`src/rtl/matmul_stream_host.sv`:
```
// matmul_stream_host: byte-stream front end for a 3x3 signed matrix multiplier.
// The block loads A then B row-major from a valid/ready byte stream into the
// multiplier's packed buses. It then runs the core through its Enable/done
// handshake and streams the captured C back out byte by byte. It also reports
// how many cycles the core spent in RUN.
`timescale 1ns/1ps

module matmul_stream_host #(
    parameter  int N       = 3,
    parameter  int ELEM_W  = 8,
    parameter  int TIMEOUT = 1024,
    localparam int MAT_W   = N*N*ELEM_W
) (
    input  logic              Clock,
    input  logic              reset_n,
    input  logic [ELEM_W-1:0] s_data,
    input  logic              s_valid,
    output logic              s_ready,
    output logic [ELEM_W-1:0] m_data,
    output logic              m_valid,
    input  logic              m_ready,
    output logic              mm_reset,
    output logic              mm_enable,
    output logic [MAT_W-1:0]  mm_A,
    output logic [MAT_W-1:0]  mm_B,
    input  logic [MAT_W-1:0]  mm_C,
    input  logic              mm_done,
    output logic [15:0]       cycles,
    output logic              err
);

    localparam int NE    = N*N;
    localparam int NLOAD = 2*NE;
    localparam int CNT_W = $clog2(NLOAD);
    localparam int TO_W  = $clog2(TIMEOUT+1);
    // The run counter is wide enough for both TIMEOUT and the 16-bit report.
    localparam int RUN_W = (TO_W > 16) ? TO_W : 16;

    typedef enum logic [1:0] {
        S_LOAD = 2'd0,
        S_RUN  = 2'd1,
        S_SEND = 2'd2
    } state_e;

    state_e             state_q, state_d;
    logic [CNT_W-1:0]   cnt_q, cnt_d;          // load element k, or output element e
    logic [RUN_W-1:0]   run_cnt_q, run_cnt_d;
    logic [MAT_W-1:0]   mm_a_q, mm_a_d;
    logic [MAT_W-1:0]   mm_b_q, mm_b_d;
    logic [MAT_W-1:0]   c_buf_q, c_buf_d;
    logic [15:0]        cycles_q, cycles_d;
    logic               err_q, err_d;
    logic               s_ready_q, s_ready_d;

    logic               s_xfer;
    logic               m_xfer;
    logic [CNT_W-1:0]   b_idx;

    // Handshake outputs decode straight from the state register, so they are glitch-free.
    assign m_valid   = (state_q == S_SEND);
    assign mm_enable = (state_q == S_RUN);
    assign mm_reset  = (state_q != S_RUN);
    assign s_ready   = s_ready_q;
    assign mm_A      = mm_a_q;
    assign mm_B      = mm_b_q;
    assign cycles    = cycles_q;
    assign err       = err_q;
    assign m_data    = m_valid ? c_buf_q[int'(cnt_q)*ELEM_W +: ELEM_W] : '0;

    assign s_xfer = s_valid && s_ready_q;
    assign m_xfer = m_valid && m_ready;
    assign b_idx  = cnt_q - CNT_W'(NE);

    // Next-state logic: load sequencing, run supervision and output streaming.
    always_comb begin
        // NOTE: every variable is assigned its hold value first, so a branch that skips an assignment cannot infer a latch.
        state_d   = state_q;
        cnt_d     = cnt_q;
        run_cnt_d = run_cnt_q;
        mm_a_d    = mm_a_q;
        mm_b_d    = mm_b_q;
        c_buf_d   = c_buf_q;
        cycles_d  = cycles_q;
        err_d     = err_q;

        unique case (state_q)
            S_LOAD: begin
                if (s_xfer) begin
                    // A fresh operation clears a previous timeout indication.
                    if (cnt_q == '0) begin
                        err_d = 1'b0;
                    end
                    if (cnt_q < CNT_W'(NE)) begin
                        mm_a_d[int'(cnt_q)*ELEM_W +: ELEM_W] = s_data;
                    end else begin
                        mm_b_d[int'(b_idx)*ELEM_W +: ELEM_W] = s_data;
                    end
                    if (cnt_q == CNT_W'(NLOAD-1)) begin
                        cnt_d     = '0;
                        run_cnt_d = RUN_W'(1);
                        state_d   = S_RUN;
                    end else begin
                        cnt_d = cnt_q + CNT_W'(1);
                    end
                end
            end

            S_RUN: begin
                // Completion wins over a timeout that falls on the same edge.
                if (mm_done) begin
                    c_buf_d = mm_C;
                    if (run_cnt_q > RUN_W'(16'hFFFF)) begin
                        cycles_d = 16'hFFFF;
                    end else begin
                        cycles_d = run_cnt_q[15:0];
                    end
                    cnt_d   = '0;
                    state_d = S_SEND;
                end else if (run_cnt_q >= RUN_W'(TIMEOUT)) begin
                    err_d   = 1'b1;
                    cnt_d   = '0;
                    state_d = S_LOAD;
                end else begin
                    run_cnt_d = run_cnt_q + RUN_W'(1);
                end
            end

            S_SEND: begin
                // The element index moves only on a transfer, so data holds under backpressure.
                if (m_xfer) begin
                    if (cnt_q == CNT_W'(NE-1)) begin
                        cnt_d   = '0;
                        state_d = S_LOAD;
                    end else begin
                        cnt_d = cnt_q + CNT_W'(1);
                    end
                end
            end

            default: begin
                cnt_d   = '0;
                state_d = S_LOAD;
            end
        endcase

        // s_ready is registered: it is high exactly when the block sits in LOAD.
        s_ready_d = (state_d == S_LOAD);
    end

    // State register; an asynchronous reset drops any partial matrix or pending result.
    always_ff @(posedge Clock or negedge reset_n) begin
        if (!reset_n) begin
            state_q   <= S_LOAD;
            cnt_q     <= '0;
            run_cnt_q <= '0;
            mm_a_q    <= '0;
            mm_b_q    <= '0;
            // NOTE: the result buffer is a flat 72-bit register rather than a RAM, so it is reset so that m_data is defined.
            c_buf_q   <= '0;
            cycles_q  <= '0;
            err_q     <= 1'b0;
            s_ready_q <= 1'b0;
        end else begin
            // NOTE: non-blocking assignments let every register update from the same pre-edge values.
            state_q   <= state_d;
            cnt_q     <= cnt_d;
            run_cnt_q <= run_cnt_d;
            mm_a_q    <= mm_a_d;
            mm_b_q    <= mm_b_d;
            c_buf_q   <= c_buf_d;
            cycles_q  <= cycles_d;
            err_q     <= err_d;
            s_ready_q <= s_ready_d;
        end
    end

endmodule

```
`config.mk`:
```
export PLATFORM = sky130hd
export DESIGN_NAME = matmul_stream_host
export DESIGN_NICKNAME = d
export VERILOG_FILES = /design/src/rtl/matmul_stream_host.sv
export SDC_FILE = /design/constraint.sdc
export NUM_CORES = 1
export LEC_CHECK = 0
export BUFFER_PORTS_ARGS = -buffer_cell sky130_fd_sc_hd__clkbuf_2
export CAP_MARGIN = 40
export CORE_MARGIN = 10
export CORE_UTILIZATION = 54
export CTS_CLUSTER_DIAMETER = 50
export DETAILED_ROUTE_END_ITERATION = 12
export GPL_ROUTABILITY_DRIVEN = 1
export GPL_TIMING_DRIVEN = 0
export PLACE_DENSITY = 0.77
export SETUP_SLACK_MARGIN = 0.3
export SYNTH_ARGS = -nofsm -noshare
export SYNTH_HDL_FRONTEND = slang
export SYNTH_SLANG_ARGS = --single-unit
```
`constraint.sdc`:
```
create_clock -name Clock -period 5.43 [get_ports Clock]
set_clock_uncertainty 0.2 [all_clocks]
set_input_delay 0.543 -clock Clock [delete_from_list [all_inputs] [get_ports Clock]]
set_output_delay 0.543 -clock Clock [all_outputs]
set_load 0.02 [all_outputs]
```
==> summary.txt <==
Place
  • Port bufs: 257
  • Inst Count DP: 1360
  • Hpwl dp: 21300 um
  • GP Congestion: 0.821
  • Placement Setup Slack: 0.648 ns

Floorplan
  • Die X: 164 um
  • Ports: 258
  • Core Area: 20400 um2
  • Die area: 26900 um2
  • Initial Util: 55.1%
  • Die height: 164 um
  • Row Count: 52

Worst setup path
  • Critical path class: reg -> reg
  • Crit path from: cnt_q[1]$_DFFE_PN0P_
  • Critical Path Start Type: flop
  • FF-to-FF setup slack: 0.69 ns
  • Reg2reg end: mm_B[1]$_DFFE_PN0P_
  • Worst Path Arrival: 4.96 ns
  • CP Data Required Time: 5.65 ns
  • Type of destination of the critical path: flop
  • CP max FO: 10
  • FF-to-FF path depth: 14
  • Worst R2R Start: cnt_q[1]$_DFFE_PN0P_

STA
  • Final min period: 4.74 ns
  • Fin Setup TNS: 0 ns
  • Final period util: 87.2%
  • Slew Limit Fails: 0
  • Worst Tran Pin Value: 0.846 ns
  • Fmax: 211 MHz
  • RSZ-0062 raised after global routing: false
  • Setup slack after layout: 0.694 ns
  • Rel. slew slack: 43.4%
  • Final Hold Fails: 0
  • Final setup fails: 0

Yosys
  • Synth area leaders: dfrtp_1, mux2_2, mux4_2, nand2_1, and2_1
  • Dominant cell by count in the synthesized netlist: dfrtp_1
  • Post-synthesis mux area share: 24.8%
  • Post-synth EDFFs: 0
  • Count of mapped cells out of synthesis: 830
  • Seq cells post-synth: 257
  • Largest family of logic cells by synthesized area: multiplexers
  • Compound-Gate Fraction of Synth Area: 3.77%
  • Register area share after synthesis: 57.3%
  • Unique masters post-synth: 60
  • Async SR Flop Fraction: 100%
  • Post-synth top area cell: dfrtp_1
  • Synth Area in XOR/XNOR: 0.847%
  • Dominant synthesized flop cell: dfrtp_1
  • Post-Synth Adder-Cell Area: 1.23%
  • Total nets after synthesis: 926
  • Top cell type's share of synthesized area: 57.3%
  • Synth Warn #: 0
  • Synth cell count leaders: dfrtp_1, mux2_2, nand2_1
  • Post-synthesis cell area: 11200 um2
  • Synth Area in Simple Gates: 9.71%
  • Mean Syn Cell Area: 13.5 um2

Finish
  • Area of the multi-input gates: 4540 um2
  • Nets: 1220
  • Synthesis-to-layout area growth: 25.2%
  • Share of cells above drive strength 1: 50.0%
  • Antenna diode instance count: 0
  • Filler instances: 1444
  • FF/Latch Area: 6430 um2
  • Final Non-Filler Cells: 1415

Detailed routing
  • Metal3 WL: 2520 um
  • DRC: 0
  • Met2 WL: 14400 um
  • DRT antenna net count: 0
  • Avg Vias per Cell: 5.46
  • TritonRoute pass-1 iters: 5
  • Vias after detailed routing: 7720
  • Highest routed layer: met4
  • DRT iter0 DRCs: 359
  • Total Wirelength: 29500 um
  • Post-DR wirelength/cell: 20.9 um
  • Metal-1 WL: 11900 um

Clock network
  • CTS Buffer Depth: 3
  • Clk slew on worst S/H paths: 0.06 ns
  • H-tree Lvls: 1
  • Setup bufs post-CTS: 0
  • Root buffer selected by CTS: clkbuf_16
  • TritonCTS Sinks: 257
  • CTS tree: done
  • Skew-Pair Late Insertion Delay: 0.55 ns
  • Total CTS buffers: 30

Pwr
  • Design Power: 7.69 mW
  • Combinational power share: 34.7%
  • Power per cell area: 547 nW/um2
  • Clk pwr share: 28.4%
  • Static Leakage: 7.30 nW
  • Max IR drop VDD: 303 uV
  • Sw frac: 35.9%
  • Psw: 2.76 mW
  • Seq pwr share: 36.9%
  • Internal: 4.93 mW

Global routing
  • Grt ovf: 0
  • Global-route wire length before repair: 46100 um
  • Vias in the first global route: 8284
  • GRT Overall Usage: 21.5%
  • Initial antenna violation count: 0
  • Largest net degree at the start of global routing: 112

Outcome
  • Status: completed

Job
  • Max Cap Violations: 0

Min path
  • Worst Hold End: c_buf_q[59]$_DFFE_PN0P_
  • Hold Path Stages: 2
  • Hold crit path type: in -> reg
  • Min-delay src: mm_C[59]
## metal layers
layer  vias to the layer above  GRT usage, %
met2                       288          36.3
li1                       3533             -
met5                         -             0
met3                        49          5.56
met4                         0          5.93
met1                      3850          26.8
## power by group through the flow
| stage | sequential [mW] | clock [mW] | combinational (mW) |
|---|---|---|---|
| global placement | 2.83 | 0 | 2.62 |
| global route | 2.90 | 2.31 | 2.90 |
| floorplan | 3.26 | 0 | 1.32 |
| CTS | 2.83 | 2.22 | 2.70 |
| finish | 2.84 | 2.18 | 2.67 |
| detailed placement | 2.86 | 0 | 2.68 |
## final cells by class
type,count,area share (%)
repair buffers,262,9.81
plain buffers,44,1.50
flip-flops and latches,257,45.8
clock buffers,38,5.99
inverters,15,0.401
multi-input cells,514,32.3
clock inverters,15,1.83
well taps,270,2.41
## worst max path at each step
stage | endpoint | slack [ns] | cells after the start
floorplan | mm_B[0]$_DFFE_PN0P_ | 1.48 | 14
global placement | c_buf_q[27]$_DFFE_PN0P_ | -1.62 | 1
detailed placement | mm_B[1]$_DFFE_PN0P_ | 0.65 | 14
CTS | mm_B[1]$_DFFE_PN0P_ | 0.64 | 14
global route | mm_B[1]$_DFFE_PN0P_ | 0.35 | 14
finish | mm_B[1]$_DFFE_PN0P_ | 0.69 | 14
## cells in the final DEF (no fill, tap or decap), types with 5 or more instances in the layout
cell,synthesis,routed
buf_2,8,8
bufinv_16,0,6
o21ai_0,36,36
a22oi_1,8,8
nand2b_1,7,7
clkbuf_2,1,257
mux2_2,210,210
and3_1,9,9
clkbuf_1,28,30
nand4_1,6,6
mux4_2,16,16
clkbuf_8,0,7
dfrtp_1,257,257
clkbuf_16,0,30
nand2_1,61,61
nor2b_1,6,6
nand3_1,9,9
ha_1,11,11
a21oi_1,5,5
inv_1,14,14
and2_1,35,35
xor2_1,7,7
nor2_1,32,32
## flip-flops by register name, summed over array words and instances, names as in the netlist
register	cells
cycles	16
c_buf_q	72
mm_B	72
state_q	2
mm_A	72
err	1
run_cnt_q	16
cnt_q	5
s_ready	1
## kinds of logic (layout without fill, tap and decap cells)
| group | count (synthesis) | after routing |
|---|---|---|
| xor gates and xnor gates | 10 | 10 |
| AOI/OAI and AO/OA | 67 | 67 |
| and+or+nand+nor | 196 | 196 |
| muxes | 230 | 230 |
| adders and majority gates | 11 | 11 |
| buffers and inverters | 59 | 374 |
| DFF | 257 | 257 |
## per-stage QoR
stage / hold slack [ns] / area (um2) / utilization [%]
floorplan: 0.0474 / 11200 / -
global placement: 0.263 / 12800 / 63.1
detailed placement: 0.271 / 12900 / 63.4
CTS: 0.0000913 / 14000 / 68.9
global route: 0.00494 / 14000 / 69.0
finish: 0.0198 / 14000 / 69.0
## worst max-delay path, cell delays in order (launching register included)
cell,delay [ns]
dfrtp_1,0.45
buf_2,0.33
buf_1,0.54
inv_1,0.25
ha_1,0.34
or2b_1,0.25
and2_1,0.15
clkbuf_2,0.15
nand2_1,0.08
nor2_1,0.04
ha_1,0.33
nor4_1,0.28
o2111ai_1,0.22
a311oi_4,0.59
mux2_2,0.40
## repair_timing
action                                 4_1_cts  5_1_grt
setup endpoints to repair                    0        7
endpoints found under the hold margin       39        0
gates resized for setup                      0        1
hold buffers                                 2        0
No activity file was read; power rests on OpenSTA's default activity.
